[config.mk]
export PLATFORM = sky130hd
export DESIGN_NAME = fetch_ctrl_flat
export DESIGN_NICKNAME = d
export VERILOG_FILES = /design/src/rtl/fetch_ctrl_pkg.sv /design/src/rtl/fetch_ctrl_if.sv /design/src/rtl/fetch_ctrl_predecode.sv /design/src/rtl/fetch_ctrl.sv /design/src/flat_wrapper.sv
export SDC_FILE = /design/constraint.sdc
export NUM_CORES = 1
export LEC_CHECK = 0
export CAP_MARGIN = 20
export CORE_MARGIN = 3
export CORE_UTILIZATION = 51
export DETAILED_ROUTE_END_ITERATION = 8
export PLACE_DENSITY = 0.91
export SLEW_MARGIN = 10
export SYNTH_ARGS = -nofsm -noshare
export SYNTH_HDL_FRONTEND = slang
export SYNTH_HIERARCHICAL = 1
export SYNTH_SLANG_ARGS = --single-unit
[constraint.sdc]
create_clock -name clock -period 3 [get_ports clock]
set_input_delay 0.6 -clock clock [delete_from_list [all_inputs] [get_ports clock]]
set_output_delay 0.6 -clock clock [all_outputs]
set_load 0.1 [all_outputs]
[src/rtl/fetch_ctrl_pkg.sv]
// Shared state codes, opcode constants and response codes for the fetch stage.
package fetch_ctrl_pkg;

  // The PC register decodes WAIT_READY (001) and WAIT_BRANCH (100) directly.
  typedef enum logic [2:0] {
    FC_IDLE        = 3'b000,
    FC_WAIT_READY  = 3'b001,
    FC_DATA        = 3'b010,
    FC_ADDR        = 3'b110,
    FC_WAIT_BRANCH = 3'b100,
    FC_ERR         = 3'b101,
    FC_HALT        = 3'b111
  } fc_state_t;

  localparam logic [6:0]  OP_JAL      = 7'b1101111;
  localparam logic [6:0]  OP_JALR     = 7'b1100111;
  localparam logic [6:0]  OP_BRANCH   = 7'b1100011;
  localparam logic [31:0] INST_EBREAK = 32'h0010_0073;
  localparam logic [1:0]  RESP_OKAY   = 2'b00;

endpackage

[src/rtl/fetch_ctrl_if.sv]
// Instruction-memory read handshake plus the valid/ready link to decode.
interface fetch_ctrl_if;
  logic       arvalid_o;
  logic       arready_i;
  logic       rvalid_i;
  logic [1:0] rresp_i;
  logic       rready_o;
  logic       valid_o;
  logic       ready_i;

  modport master (
    output arvalid_o, rready_o, valid_o,
    input  arready_i, rvalid_i, rresp_i, ready_i
  );

  modport slave (
    input  arvalid_o, rready_o, valid_o,
    output arready_i, rvalid_i, rresp_i, ready_i
  );
endinterface

[src/rtl/fetch_ctrl_predecode.sv]
// Combinational predecode of the latched instruction: control flow and ebreak.
module fetch_predecode
  import fetch_ctrl_pkg::*;
(
  input  logic [31:0] inst_i,
  output logic        is_ctrl,
  output logic        is_ebreak
);

  logic [6:0] opcode;

  assign opcode    = inst_i[6:0];
  assign is_ctrl   = (opcode == OP_JAL) || (opcode == OP_JALR) || (opcode == OP_BRANCH);
  assign is_ebreak = (inst_i == INST_EBREAK);

endmodule

[src/rtl/fetch_ctrl.sv]
// Fetch-stage sequencer: memory read handshake, decode handoff, branch stall,
// sticky halt/error and saturating fetch/stall counters.
//
// state       | meaning
// IDLE        | waiting for start_i
// ADDR        | read address offered to memory
// DATA        | waiting for read data
// WAIT_READY  | instruction offered to decode
// WAIT_BRANCH | control-flow instruction waiting on execute
// ERR         | memory fault or timeout, terminal
// HALT        | ebreak retired, terminal
module fetch_ctrl
  import fetch_ctrl_pkg::*;
#(
  parameter int TIMEOUT = 255,
  parameter int TO_W    = 8,
  parameter int CNT_W   = 32
) (
  input  logic             clock,
  input  logic             reset,
  input  logic             start_i,
  output logic             firing_o,
  output logic [2:0]       state_o,
  output logic             pc_we_o,
  output logic             inst_we_o,
  input  logic [31:0]      inst_i,
  fetch_ctrl_if.master     bus,
  input  logic             branch_valid_i,
  output logic             halt_o,
  output logic             err_o,
  output logic [CNT_W-1:0] fetch_cnt_o,
  output logic [CNT_W-1:0] stall_cnt_o
);

  fc_state_t       state_q, state_d;
  logic [TO_W-1:0] to_cnt;
  logic            to_clr, to_hit;
  logic            fetch_inc, stall_inc;
  logic            is_ctrl, is_ebreak;

  fetch_predecode u_predecode (
    .inst_i    (inst_i),
    .is_ctrl   (is_ctrl),
    .is_ebreak (is_ebreak)
  );

  // >= rather than == so a fetch that spent its whole budget in ADDR still times out in DATA.
  assign to_hit  = (to_cnt >= TO_W'(TIMEOUT - 1));
  assign state_o = state_q;
  assign halt_o  = (state_q == FC_HALT);
  assign err_o   = (state_q == FC_ERR);

  always_comb begin
    state_d       = state_q;
    firing_o      = 1'b0;
    pc_we_o       = 1'b0;
    inst_we_o     = 1'b0;
    bus.arvalid_o = 1'b0;
    bus.rready_o  = 1'b0;
    bus.valid_o   = 1'b0;
    fetch_inc     = 1'b0;
    stall_inc     = 1'b0;
    to_clr        = 1'b0;
    case (state_q)
      FC_IDLE: begin
        if (start_i) begin
          firing_o = 1'b1;
          to_clr   = 1'b1;
          state_d  = FC_ADDR;
        end
      end
      FC_ADDR: begin
        bus.arvalid_o = 1'b1;
        if (bus.arready_i)  state_d = FC_DATA;
        else if (to_hit)    state_d = FC_ERR;
      end
      FC_DATA: begin
        bus.rready_o = 1'b1;
        if (bus.rvalid_i) begin
          if (bus.rresp_i == RESP_OKAY) begin
            inst_we_o = 1'b1;
            fetch_inc = 1'b1;
            state_d   = FC_WAIT_READY;
          end else begin
            state_d   = FC_ERR;
          end
        end else if (to_hit) begin
          state_d = FC_ERR;
        end
      end
      FC_WAIT_READY: begin
        bus.valid_o = 1'b1;
        if (!bus.ready_i) begin
          stall_inc = 1'b1;
        end else if (is_ebreak) begin
          state_d = FC_HALT;
        end else if (is_ctrl) begin
          state_d = FC_WAIT_BRANCH;
        end else begin
          pc_we_o = 1'b1;
          to_clr  = 1'b1;
          state_d = FC_ADDR;
        end
      end
      FC_WAIT_BRANCH: begin
        if (!branch_valid_i) begin
          stall_inc = 1'b1;
        end else begin
          to_clr  = 1'b1;
          state_d = FC_ADDR;
        end
      end
      FC_ERR:  state_d = FC_ERR;
      FC_HALT: state_d = FC_HALT;
      default: state_d = FC_IDLE;
    endcase
  end

  always_ff @(posedge clock or negedge reset) begin
    if (!reset) begin
      state_q     <= FC_IDLE;
      to_cnt      <= '0;
      fetch_cnt_o <= '0;
      stall_cnt_o <= '0;
    end else begin
      state_q <= state_d;
      if (to_clr)
        to_cnt <= '0;
      else if (state_q == FC_ADDR || state_q == FC_DATA)
        to_cnt <= to_cnt + 1'b1;
      if (fetch_inc && fetch_cnt_o != '1)
        fetch_cnt_o <= fetch_cnt_o + 1'b1;
      if (stall_inc && stall_cnt_o != '1)
        stall_cnt_o <= stall_cnt_o + 1'b1;
    end
  end

endmodule

[src/flat_wrapper.sv]
// flat-port wrapper written by rule: the top's interface ports become plain ports
module fetch_ctrl_flat import fetch_ctrl_pkg::*;
#(
  parameter int TIMEOUT = 255,
  parameter int TO_W    = 8,
  parameter int CNT_W   = 32
)
  (clock, reset, start_i, firing_o, state_o, pc_we_o, inst_we_o, inst_i, branch_valid_i, halt_o, err_o, fetch_cnt_o, stall_cnt_o, bus_arvalid_o, bus_rready_o, bus_valid_o, bus_arready_i, bus_rvalid_i, bus_rresp_i, bus_ready_i);
  fetch_ctrl_if bus_i ();
  input  logic clock;
  input  logic reset;
  input  logic start_i;
  output logic firing_o;
  output logic [2:0] state_o;
  output logic pc_we_o;
  output logic inst_we_o;
  input  logic [31:0] inst_i;
  input  logic branch_valid_i;
  output logic halt_o;
  output logic err_o;
  output logic [CNT_W-1:0] fetch_cnt_o;
  output logic [CNT_W-1:0] stall_cnt_o;
  output wire logic [$bits(bus_i.arvalid_o)-1:0] bus_arvalid_o;
  output wire logic [$bits(bus_i.rready_o)-1:0] bus_rready_o;
  output wire logic [$bits(bus_i.valid_o)-1:0] bus_valid_o;
  input wire logic [$bits(bus_i.arready_i)-1:0] bus_arready_i;
  input wire logic [$bits(bus_i.rvalid_i)-1:0] bus_rvalid_i;
  input wire logic [$bits(bus_i.rresp_i)-1:0] bus_rresp_i;
  input wire logic [$bits(bus_i.ready_i)-1:0] bus_ready_i;
  assign bus_arvalid_o = bus_i.arvalid_o;
  assign bus_rready_o = bus_i.rready_o;
  assign bus_valid_o = bus_i.valid_o;
  assign bus_i.arready_i = bus_arready_i;
  assign bus_i.rvalid_i = bus_rvalid_i;
  assign bus_i.rresp_i = bus_rresp_i;
  assign bus_i.ready_i = bus_ready_i;
  fetch_ctrl #(.TIMEOUT(TIMEOUT), .TO_W(TO_W), .CNT_W(CNT_W)) u_core (.clock(clock), .reset(reset), .start_i(start_i), .firing_o(firing_o), .state_o(state_o), .pc_we_o(pc_we_o), .inst_we_o(inst_we_o), .inst_i(inst_i), .bus(bus_i), .branch_valid_i(branch_valid_i), .halt_o(halt_o), .err_o(err_o), .fetch_cnt_o(fetch_cnt_o), .stall_cnt_o(stall_cnt_o));
endmodule
==> results.toml <==
[grt]
busiest_layer = "met2"
grt.total_usage = 0.231
use_met1 = 0.284
first_global_vias = 3425
antenna_found_initial = 0
grt_use_met3 = 0.0749
grt_max_degree = 44
met2_usage = 0.395
grt_pass1_wl_mm = 16.6
overflow = 0

[detailed_routing]
vias = 3531
drc = 0
dr.pass1.iters = 4
ant_nets = 0
post_drt_wl_per_cell_um = 16.6
first_iter_violations = 165
wl_mm = 10.1
viasPerCell = 5.79

[cells_and_area]
final_cell_mix = "buf_4 (77), dfrtp_1 (72), clkdlybuf4s50_1 (39)"
fin_nets = 553
area_growth_pct = 31.9
n_fill_cell = 570
n_antenna_cell = 0
layout_commonest_cell = "buf_4"
drive_above_1_share = 0.243

[timing]
setup_viol = 0
finClkSkew_ps = 12.1
hold_violations = 0
worstMarginPinSlew_ps = 733
period_minus_slack_ps = 2940
relSlewSlack = 0.511
max_freq_ghz = 0.341
setup_tns_ps = 0
min_period_over_period = 0.979
grt_setup_unrepaired = "false"
slew_viol_final = 0

[power]
power_density_mw_per_mm2 = 627
p_leak_nw = 2.45
vdd_drop_max_mv = 0.802
total_power_mw = 3.33

[worst_setup_path]
worstSetupStartpoint = "inst_i[21]"
critical_path.cell_chain = "clkdlybuf4s50_1, or4b_4, nor4_2, nor2_1, and3_4, buf_12"
required_ps = 2400
startpoint_type = "primary input"
critical_path.max_stage_delay_ps = 540
criticalPathCategory = "primary input to primary output"
cp_num_buf_inv = 2
cp_max_fo = 3
r2r_start = "u_core/fetch_cnt_o[0]$_DFFE_PN0P_"
crit_arrival_ps = 2340
cp_top_family = "simple AND/OR/NAND/NOR gates"
cp_slowest_cell = "or4b_4"
endpoint_kind = "primary output"

[floorplanning]
initial_core_util = 0.541
pin_count = 116
die_area_mm2 = 0.00901
core_area_mm2 = 0.00745
rows = 31
dieHeight_um = 94.9
fp.dieW_um = 94.9

[yosys]
yosysWarnings = 6
syn_area_per_cell_um2 = 10.3
yosysSeqAreaShare = 0.466
synthArstFlopShare = 1.00
ys_dominant_reg_cell = "dfrtp_1"
synthCells = 393
syn-cell-area_mm2 = 0.00403
synth_edf_count = 0
ys_ff_latch = 75
synth_cell_types = 53
syn_nets = 438

[clocking]
clockBufferDepth = 2
postCtsSetupRepairBufs = 0
clock_sinks = 75
cts_buffers = 9
cts_tree = "built"
cts_hold_buf = 0
clock_latency_ps = 340
htree_levels = 3
cts_root_buf = "clkbuf_8"
ctsResizeCount = 0
clk_pin_slew_ps = 80

[placement]
port_buffers = 115
place_hpwl_mm = 7.65
gp_congestion = 0.962

[worst_hold_path]
hp-class = "primary input to asynchronous set/reset pin"

[outcome]
status = "finished clean"

[run]
drv_cap = 0
[kinds of logic after synthesis]
kind of cell             Yosys count  share of synthesized area
buffers and inverters             21                     0.0255
adder cells (fa/ha/maj)            4                     0.0124
AND/OR/NAND/NOR                  198                      0.296
AO/OA/AOI/OAI                     28                     0.0537
flip-flops                        75                      0.466
XOR/XNOR                          65                      0.141
multiplexers                       2                    0.00559
[synthesized netlist by cell type (4+ instances only)]
cell type,n,area share
dfrtp_1,75,0.47
xnor2_1,34,0.074
xor2_1,31,0.067
nand2_1,30,0.028
nand4_1,28,0.043
nand3_1,24,0.030
nor2_1,24,0.022
and3_1,16,0.025
and4_1,13,0.028
nor3_1,13,0.016
nor4_1,13,0.020
clkbuf_1,10,0.0093
or3_1,6,0.0093
a21oi_1,5,0.0062
buf_2,4,0.0050
ha_1,4,0.012
nor2b_1,4,0.0062
nor4_2,4,0.012
nor4b_1,4,0.0087
[state kept, by name, summed over array words and instances, names as in the netlist]
name                cells
u_core/fetch_cnt_o     32
u_core/stall_cnt_o     32
u_core/state_o          3
u_core/to_cnt           8
[per-stage QoR]
stage                     instances  cell area [um2]  setup WS [ps]  utilization  hold slack, ps
after floorplan                 393             4080           13.2            -             304
after global placement          596             5170           93.2        0.694             476
after detailed placement        596             5170           50.8        0.694             482
after CTS                       610             5320           73.8        0.714             338
after global routing            610             5320           14.1        0.714             366
final                           610             5320           64.1        0.714             319
[layer usage]
layer | routed length [um] | part of all wire
met4 | 76 | 0.0075
met5 | 0 | 0
met2 | 5100 | 0.50
met1 | 4170 | 0.41
met3 | 791 | 0.078
[where the power goes]
group	internal, mW	switching (mW)	leakage (nW)
Clock	0.286	0.342	0.0815
Combinational	0.380	0.992	1.34
Sequential	1.11	0.221	1.02
Total	1.78	1.55	2.45
[path summary, 6_finish.rpt]
check,end,slack (ps),cells after the start
min,u_core/fetch_cnt_o[31]$_DFFE_PN0P_,320,1
min in group clock,u_core/fetch_cnt_o[17]$_DFFE_PN0P_,490,1
max reg2reg,u_core/fetch_cnt_o[21]$_DFFE_PN0P_,690,7
min reg2reg,u_core/fetch_cnt_o[17]$_DFFE_PN0P_,490,1
max in group asynchronous,u_core/state_o[1]$_DFFE_PN0P_,1990,2
max,pc_we_o,60,6
[layout make-up]
cell class	instances	area, um2	share of cell area
Tap cell	99	124	0.0233
Sequential cell	75	1880	0.354
Inverter	4	15.0	0.00282
Clock buffer	10	128	0.0240
Timing Repair Buffer	121	1050	0.198
Multi-Input combinational cell	297	2090	0.394
Clock inverter	4	20.0	0.00376
(Power assumes the default switching activity.)
